--- config.mk ---
export PLATFORM = sky130hd
export DESIGN_NAME = instr_fetch
export DESIGN_NICKNAME = d
export VERILOG_FILES = /design/src/rtl/instr_fetch.sv
export SDC_FILE = /design/constraint.sdc
export NUM_CORES = 1
export LEC_CHECK = 0
export BUFFER_PORTS_ARGS = -buffer_cell sky130_fd_sc_hd__buf_2
export CAP_MARGIN = 30
export CORE_MARGIN = 1
export CORE_UTILIZATION = 40
export DETAILED_ROUTE_END_ITERATION = 7
export SLEW_MARGIN = 30
export SYNTH_ARGS = -nofsm -noshare
export SYNTH_HDL_FRONTEND = slang
export SYNTH_SLANG_ARGS = --single-unit
--- constraint.sdc ---
create_clock -name clk -period 2.9 [get_ports clk]
set_input_delay 0.29 -clock clk [delete_from_list [all_inputs] [get_ports clk]]
set_output_delay 0.29 -clock clk [all_outputs]
set_load 0.01 [all_outputs]
--- src/rtl/instr_fetch.sv ---
// -----------------------------------------------------------------------------
// instr_fetch
//
// Program sequencer feeding the CPU control FSM. It holds a small program
// memory, loaded while the sequencer is stopped, and presents one instruction
// at a time. It advances on the FSM's done pulse and stops on a HALT opcode.
// It supports free-run and single-step operation. The fetch PC here is
// independent of the datapath PC register (R7).
//
// Ports:
//   clk          system clock, all state updates on the rising edge
//   rst          asynchronous active-low reset
//   load_we      program-memory write strobe (honoured in IDLE/HALTED only)
//   load_addr    program-memory write address
//   load_data    program word to write
//   start        pulse: begin execution at address 0 (IDLE/HALTED only)
//   step_mode    1 = return to IDLE after each completed instruction
//   done         instruction-complete pulse from the control FSM
//   instruction  word presented to the control FSM (NOP unless issuing)
//   pc           address of the current or next fetch
//   busy         high in FETCH or ISSUE
//   halted       high in HALTED
// -----------------------------------------------------------------------------
module instr_fetch #(
   parameter  int OP_SIZE  = 4,
   parameter  int ARG_SIZE = 3,
   parameter  int ARG_NUM  = 2,
   parameter  int DEPTH    = 16,
   parameter  int ADDR_W   = 4,
   localparam int INSTR_W  = OP_SIZE + ARG_NUM * ARG_SIZE
) (
   input  logic               clk,
   input  logic               rst,
   input  logic               load_we,
   input  logic [ADDR_W-1:0]  load_addr,
   input  logic [INSTR_W-1:0] load_data,
   input  logic               start,
   input  logic               step_mode,
   input  logic               done,
   output logic [INSTR_W-1:0] instruction,
   output logic [ADDR_W-1:0]  pc,
   output logic               busy,
   output logic               halted
);

   localparam int ARGS_W = ARG_NUM * ARG_SIZE;

   localparam logic [OP_SIZE-1:0] HALT_OP = OP_SIZE'(4'b1111);
   localparam logic [OP_SIZE-1:0] NOP_OP  = OP_SIZE'(4'b1110);

   // The control FSM decodes the unknown NOP opcode as idle.
   localparam logic [INSTR_W-1:0] HALT_WORD = {HALT_OP, {ARGS_W{1'b0}}};
   localparam logic [INSTR_W-1:0] NOP_WORD  = {NOP_OP,  {ARGS_W{1'b0}}};

   typedef enum logic [1:0] {
      IDLE   = 2'd0,
      FETCH  = 2'd1,
      ISSUE  = 2'd2,
      HALTED = 2'd3
   } state_t;

   state_t             state;
   logic [INSTR_W-1:0] ir;
   logic [INSTR_W-1:0] mem [DEPTH];

   logic [INSTR_W-1:0] fetch_word;
   logic               fetch_is_halt;
   logic               mem_we;

   // Asynchronous read of the word at the fetch address.
   assign fetch_word    = mem[pc];
   assign fetch_is_halt = (fetch_word[INSTR_W-1 -: OP_SIZE] == HALT_OP);

   // Loading is only allowed while the sequencer is stopped.
   assign mem_we = load_we && ((state == IDLE) || (state == HALTED));

   // NOTE: the program memory is deliberately reset: every word returns to
   // HALT, so an unloaded (or freshly reset) program halts at once. This makes
   // it a register array rather than a RAM macro.
   always_ff @(posedge clk or negedge rst) begin
      if (!rst) begin
         for (int i = 0; i < DEPTH; i++) begin
            mem[i] <= HALT_WORD;
         end
      end else if (mem_we) begin
         mem[load_addr] <= load_data;
      end
   end

   // NOTE: all sequential state uses non-blocking assignments so every
   // register samples the pre-edge values of the others.
   always_ff @(posedge clk or negedge rst) begin
      if (!rst) begin
         state  <= IDLE;
         pc     <= '0;
         ir     <= NOP_WORD;
         busy   <= 1'b0;
         halted <= 1'b0;
      end else begin
         unique case (state)
            IDLE, HALTED: begin
               if (start) begin
                  pc     <= '0;
                  state  <= FETCH;
                  busy   <= 1'b1;
                  halted <= 1'b0;
               end
            end

            FETCH: begin
               ir <= fetch_word;
               if (fetch_is_halt) begin
                  // pc keeps pointing at the HALT word.
                  state  <= HALTED;
                  busy   <= 1'b0;
                  halted <= 1'b1;
               end else begin
                  state <= ISSUE;
               end
            end

            ISSUE: begin
               if (done) begin
                  // Natural wrap from DEPTH-1 to 0.
                  pc <= pc + ADDR_W'(1);
                  if (step_mode) begin
                     state <= IDLE;
                     busy  <= 1'b0;
                  end else begin
                     state <= FETCH;
                  end
               end
            end

            default: begin
               state <= IDLE;
               busy  <= 1'b0;
            end
         endcase
      end
   end

   // done is a registered FSM output, so gating on it forms no loop; it keeps
   // the FSM from re-decoding ir in its completion cycle.
   // NOTE: the default assignment first keeps this block latch-free.
   always_comb begin
      instruction = NOP_WORD;
      if ((state == ISSUE) && !done) begin
         instruction = ir;
      end
   end

endmodule

==> flow_metrics.env, run 1 <==
export IMPL_die_w_um=146.2
export IMPL_period_needed_ns=2.466
export IMPL_die_area_um2=21360
export IMPL_rsz0062_at_grt="no"
export IMPL_dpl_worst_slack_ns=0.4629
export IMPL_synth_compound_area_share_pct=1.460
export IMPL_arrival_ns=2.77
export IMPL_via_per_inst=5.550
export IMPL_max_slew_margin_pct=39.71
export IMPL_post_cts_resized=0
export IMPL_crit_path_top_delay_cell="mux4_1"
export IMPL_hold_violations=0
export IMPL_io_pins=36
export IMPL_p_leak_nw=4.086
export IMPL_synthAdderAreaFrac_pct=0.4516
export IMPL_slew_violations=0
export IMPL_dp_hpwl_mm=12.59
export IMPL_r2r_slack_ns=0.43
export IMPL_synth_avg_cell_area_um2=16.27
export IMPL_p_seq_share_pct=45.9
export IMPL_clockRootBuffer="clkbuf_16"
export IMPL_tightestPinTransition_ns=0.9043
export IMPL_cp_required_ns=3.21
export IMPL_p_clk_share_pct=25.1
export IMPL_drt_iter0_drc=307
export IMPL_cts_buffers=17
export IMPL_grt_pass1_vias=4954
export IMPL_portBuffers=35
export IMPL_wl_per_cell_um=22.06
export IMPL_post_route_period_util_pct=85.05
export IMPL_syn_num_nets=534
export IMPL_setup_viol=0
export IMPL_area_growth_pct=14.30
export IMPL_whs_path_depth=3
export IMPL_cp_num_buf_inv=0
export IMPL_path_cells="mux4_1 > a22oi_1 > nand3_1 > nand4_1 > a21oi_1 > mux2_1"
export IMPL_power_density_nw_per_um2=985.4
export IMPL_std_cell_rows=52
export IMPL_track_usage_pct=18.67
export IMPL_fin_ws_ns=0.4337
export IMPL_end_kind="flip-flop"
export IMPL_drtAntennaViolNets=0
export IMPL_hp_class="in2reg"
export IMPL_routed_wl_mm=18.58
export IMPL_globalplace_congestion=0.7972
export IMPL_r2r_end="busy$_DFFE_PN0P_"
export IMPL_whs_endpoint="halted$_DFFE_PN0P_"
export IMPL_die_h_um=146.2
export IMPL_drive_above_1_share_pct=62.24
export IMPL_outcome="complete, no violations"
export IMPL_drc=0
export IMPL_fin_nets=582
export IMPL_synth_cell_types=38
export IMPL_critPathMaxFanout=9
export IMPL_comb_power_share_pct=29.0
export IMPL_muxShareOfSynthArea_pct=37.11
export IMPL_grt_pass1_wl_mm=29.88
export IMPL_slowest_delay_ns=0.62
export IMPL_cts_sinks=178
export IMPL_dp_cells=809
export IMPL_path_delay_family="multiplexers"
export IMPL_finalNonFillerCells=842
export IMPL_clock_path_buffers=2
export IMPL_synth_top_family_by_area="multiplexers"
export IMPL_swShare_pct=28.16
export IMPL_syn_area_um2=8312
export IMPL_grt_max_degree=86
export IMPL_fmax_mhz=405.5
export IMPL_syn_inst=511
export IMPL_cts_setup_buffers=0
export IMPL_synth_simple_area_share_pct=4.095
export IMPL_clock_skew_final_ns=0.009851
export IMPL_ys_warnings_count=0
export IMPL_netlist_area_leader_share_pct=33.42
export IMPL_clkTransAtPathRegs_ns=0.07
export IMPL_fin_setup_tns_ns=0
export IMPL_antenna_found_initial=1
export IMPL_cts_tree="built"
export IMPL_r2r_cells=6
export IMPL_vias=4673
export IMPL_synth_largest_area_cell="dfrtp_1"
export IMPL_yosysSeqAreaShare_pct=54.60
export IMPL_clk_latency_ns=0.43
export IMPL_start_util_pct=40.95
export IMPL_firstDrtPassIters=4
export IMPL_vdd_drop_max_mv=0.4256
export IMPL_grt_ovfl_total=0
export IMPL_hold_buffers=1
export IMPL_yosys_area_share_xor_xnor_pct=0
export IMPL_r2r_start="pc[0]$_DFFE_PN0P_"
export IMPL_power_switching_mw=2.636
export IMPL_p_int_mw=6.726
export IMPL_startpoint_type="flip-flop"
export IMPL_hp_start="start"
export IMPL_yosys_top_cells_area="dfrtp_1, mux2_2, dfstp_2"
export IMPL_ys_seq_elements=178
export IMPL_antenna_cells=0
export IMPL_cap_viol_max_count=0
export IMPL_coreArea_um2=20300
export IMPL_ctsHtreeMaxLevel=4
export IMPL_crit_type="reg2reg"
## synth_stat cells
cell       instances
mux2_2           165
and2_1             7
a21oi_1            2
mux4_1            25
nor3_2             1
ha_1               3
clkbuf_1          18
mux2_4             5
nand4b_1           1
a22oi_1            3
o21ai_0            6
or3_1              3
dfstp_2           67
nand3_1           10
mux2_1             1
or4_1              1
a22o_1             2
buf_8              3
inv_1              6
mux2i_1            1
dfrtp_1          111
buf_1              1
nand2_1           12
o32a_1             1
buf_6              1
nor2b_1            2
mux4_2            21
nand4_1            3
buf_2              4
a2bb2oi_1          1
nand2b_1           5
nor3_1             1
buf_12             1
a32o_1             1
a22oi_2            1
nor2_1             8
nor4_4             1
nor2_2             6
## logic make-up after synthesis
group,Yosys count
compound gates,17
buf+inv,34
simple gates,61
flops,178
mux,218
fa+ha+maj,3
## tightest hold or removal path, cell delays in order
cell and delay (ns):
buf_2 0.10, mux2i_1 0.07, a2bb2oi_1 0.14
## area by class of cell
type,instances,area [um2]
fillers,1761,10800
flip-flops and latches,178,4541
multi-input cells,299,3583
clock buffers,21,504.2
repair buffers,57,399.1
well taps,270,337.8
clock inverters,11,112.6
inverters,6,22.52
## sequential cells by signal, summed over array words and instances, names as in the netlist
| signal | count |
|---|---|
| ir | 10 |
| mem | 160 |
| halted | 1 |
| pc | 4 |
| busy | 1 |
| state | 2 |
## power groups by stage
| stage | combinational [mW] | sequential, mW | clock (mW) |
|---|---|---|---|
| after detailed placement | 2.72 | 4.33 | 0 |
| after CTS | 2.74 | 4.30 | 2.41 |
| final | 2.72 | 4.29 | 2.35 |
| after global placement | 2.62 | 4.29 | 0 |
| after global routing | 2.93 | 4.43 | 2.50 |
| after floorplan | 2.22 | 4.04 | 0 |
## layer usage
metal / routed length (um) / vias to the layer above / GRT usage, %
met5: 18 / - / 0
met4: 296 / 2 / 6.146
met3: 565 / 22 / 3.469
met2: 8869 / 79 / 29.40
met1: 8825 / 2527 / 26.11
li1: - / 2043 / -
## placed cells by master, fill, tap and decap left out, drive strengths merged, types with 5 or more instances in the layout
| master | netlist | routed |
|---|---|---|
| mux4 | 46 | 46 |
| mux2 | 171 | 171 |
| and2 | 7 | 7 |
| clkbuf | 18 | 21 |
| clkinv | 0 | 5 |
| inv | 6 | 10 |
| dfstp | 67 | 67 |
| buf | 10 | 56 |
| nand2 | 12 | 12 |
| nor2 | 14 | 14 |
| nand3 | 10 | 10 |
| o21ai | 6 | 6 |
| nand2b | 5 | 5 |
| dfrtp | 111 | 111 |
## worst max-delay path by stage
stage / from / end / slack (ns) / cells after the start
global placement: pc[0]$_DFFE_PN0P_ / busy$_DFFE_PN0P_ / 0.49 / 6
finish: pc[0]$_DFFE_PN0P_ / busy$_DFFE_PN0P_ / 0.43 / 6
floorplan: pc[1]$_DFFE_PN0P_ / ir[5]$_DFFE_PN0P_ / 0.81 / 6
global route: state[0]$_DFFE_PN0P_ / busy$_DFFE_PN0P_ / 0.23 / 8
detailed placement: pc[1]$_DFFE_PN0P_ / ir[4]$_DFFE_PN0P_ / 0.46 / 4
CTS: pc[1]$_DFFE_PN0P_ / ir[4]$_DFFE_PN0P_ / 0.44 / 4
## per-stage QoR
stage / instance area [um2] / utilization (%) / total power, mW / hold WS (ns)
floorplan: 8312 / - / 6.262 / -0.005591
global placement: 8874 / 43.71 / 6.916 / 0.3981
detailed placement: 8874 / 43.71 / 7.057 / 0.4041
CTS: 9500 / 46.80 / 9.445 / 0.2090
global route: 9500 / 46.80 / 9.853 / 0.2371
finish: 9500 / 46.80 / 9.362 / 0.2182
No activity file was read; power rests on OpenSTA's default activity.
==> inputs of run 2 (changes only) <==
==> constraint.sdc (replaced) <==
create_clock -name clk -period 2.9 [get_ports clk]
set_input_delay 0.145 -clock clk [delete_from_list [all_inputs] [get_ports clk]]
set_output_delay 0.145 -clock clk [all_outputs]
set_load 0.01 [all_outputs]
==> flow_metrics.env, run 2 (same netlist as run 1, synthesis figures left out) <==
export IMPL_vdd_drop_max_mv=0.3640
export IMPL_r2r_cells=7
export IMPL_area_growth_pct=13.26
export IMPL_slowest_delay_ns=0.63
export IMPL_clkTransAtPathRegs_ns=0.06
export IMPL_whs_path_depth=3
export IMPL_finalNonFillerCells=840
export IMPL_cts_buffers=17
export IMPL_globalplace_congestion=0.7946
export IMPL_grt_pass1_vias=4985
export IMPL_fin_setup_tns_ns=0
export IMPL_hp_class="in2reg"
export IMPL_clock_skew_final_ns=0.008931
export IMPL_r2r_slack_ns=0.39
export IMPL_ctsHtreeMaxLevel=4
export IMPL_fin_nets=580
export IMPL_die_area_um2=21360
export IMPL_dpl_worst_slack_ns=0.4151
export IMPL_outcome="complete, no violations"
export IMPL_antenna_found_initial=0
export IMPL_clockRootBuffer="clkbuf_16"
export IMPL_clk_latency_ns=0.43
export IMPL_drive_above_1_share_pct=61.93
export IMPL_dp_cells=807
export IMPL_drtAntennaViolNets=0
export IMPL_drt_iter0_drc=257
export IMPL_track_usage_pct=19.10
export IMPL_setup_viol=0
export IMPL_largestRegisters="mem (160), ir (10), pc (4)"
export IMPL_die_h_um=146.2
export IMPL_routed_wl_mm=18.89
export IMPL_cts_setup_buffers=0
export IMPL_max_slew_margin_pct=45.58
export IMPL_end_kind="flip-flop"
export IMPL_vias=4685
export IMPL_critPathMaxFanout=10
export IMPL_post_route_period_util_pct=86.68
export IMPL_hold_violations=0
export IMPL_via_per_inst=5.577
export IMPL_fmax_mhz=397.8
export IMPL_post_cts_resized=0
export IMPL_startpoint_type="flip-flop"
export IMPL_seqCellArea_um2=4541
export IMPL_period_needed_ns=2.514
export IMPL_portBuffers=35
export IMPL_antenna_cells=0
export IMPL_clock_path_buffers=2
export IMPL_arrival_ns=2.82
export IMPL_cap_viol_max_count=0
export IMPL_power_density_nw_per_um2=982.5
export IMPL_std_cell_rows=52
export IMPL_path_cells="inv_1 > ha_1 > nand2_1 > nor2_1 > nand2_1 > nor2_2 > mux2_2"
export IMPL_fill_cells=1764
export IMPL_crit_type="reg2reg"
export IMPL_fin_ws_ns=0.3864
export IMPL_die_w_um=146.2
export IMPL_layout_commonest_cell="mux2_2"
export IMPL_start_util_pct=40.95
export IMPL_grt_pass1_wl_mm=30.44
export IMPL_slew_violations=0
export IMPL_multi_input_area_um2=3583
export IMPL_largest_register="mem"
export IMPL_cts_sinks=178
export IMPL_rsz0062_at_grt="no"
export IMPL_dp_hpwl_mm=12.60
export IMPL_final_util_pct=46.38
export IMPL_drc=0
export IMPL_cpMostUsedCell="nand2_1"
export IMPL_firstDrtPassIters=4
export IMPL_cts_tree="built"
export IMPL_grt_max_degree=82
export IMPL_crit_path_top_delay_cell="nor2_2"
export IMPL_p_leak_nw=4.049
export IMPL_largest_reg_flops=160
export IMPL_grt_ovfl_total=0
export IMPL_io_pins=36
export IMPL_coreArea_um2=20300
export IMPL_hold_ws_ns=0.06357
export IMPL_tightestPinTransition_ns=0.8164
export IMPL_cp_required_ns=3.21
export IMPL_wl_per_cell_um=22.49
export IMPL_final_cell_mix="mux2_2, dfrtp_1, dfstp_2"
export IMPL_hold_buffers=1
run 2: path summary, 6_finish.rpt:
kind	from	endpoint
setup / recovery	state[0]$_DFFE_PN0P_	mem[23]$_DFFE_PN0P_
hold / removal	start	halted$_DFFE_PN0P_
setup reg to reg	state[0]$_DFFE_PN0P_	mem[23]$_DFFE_PN0P_
hold reg to reg	mem[140]$_DFFE_PN0P_	mem[140]$_DFFE_PN0P_
max in group asynchronous	rst	mem[28]$_DFFE_PN1P_
min in group asynchronous	rst	busy$_DFFE_PN0P_
run 2: stage by stage:
stage / power [mW] / instance area (um2)
floorplan: 6.262 / 8312
global placement: 6.928 / 8833
detailed placement: 7.059 / 8833
CTS: 9.338 / 9414
global route: 9.771 / 9414
finish: 9.249 / 9414
run 2: where the power goes:
part           switching (mW)  leakage [nW]  internal, mW
combinational            1.05          1.64          1.64
clock                   0.977         0.288          1.26
sequential              0.601          2.12          3.72
total                    2.63          4.05          6.62
run 2: final cells by class:
class	instances	area share [%]
clock buffers	21	5.011
clock inverters	11	1.050
inverters	6	0.2392
repair buffers	55	3.814
well taps	270	3.589
multi-input cells	299	38.06
flip-flops and latches	178	48.23
run 2: critical path, delay by kind of cell, from the launching register on:
family,cells,cell delay [ns]
muxes,1,0.42
buffers and inverters,1,0.05
adders and majority gates,1,0.46
and+or+nand+nor,4,1.09
DFF,1,0.37
run 2: per-layer routing:
metal / up-vias / part of all wire, % / global-route usage [%] / wire length, um
met5: - / 0 / 0 / 0
met4: 0 / 2.2 / 7.865 / 415
met3: 23 / 2.7 / 2.813 / 508
met2: 102 / 48 / 29.48 / 8990
met1: 2531 / 48 / 27.12 / 8975
li1: 2029 / - / - / -
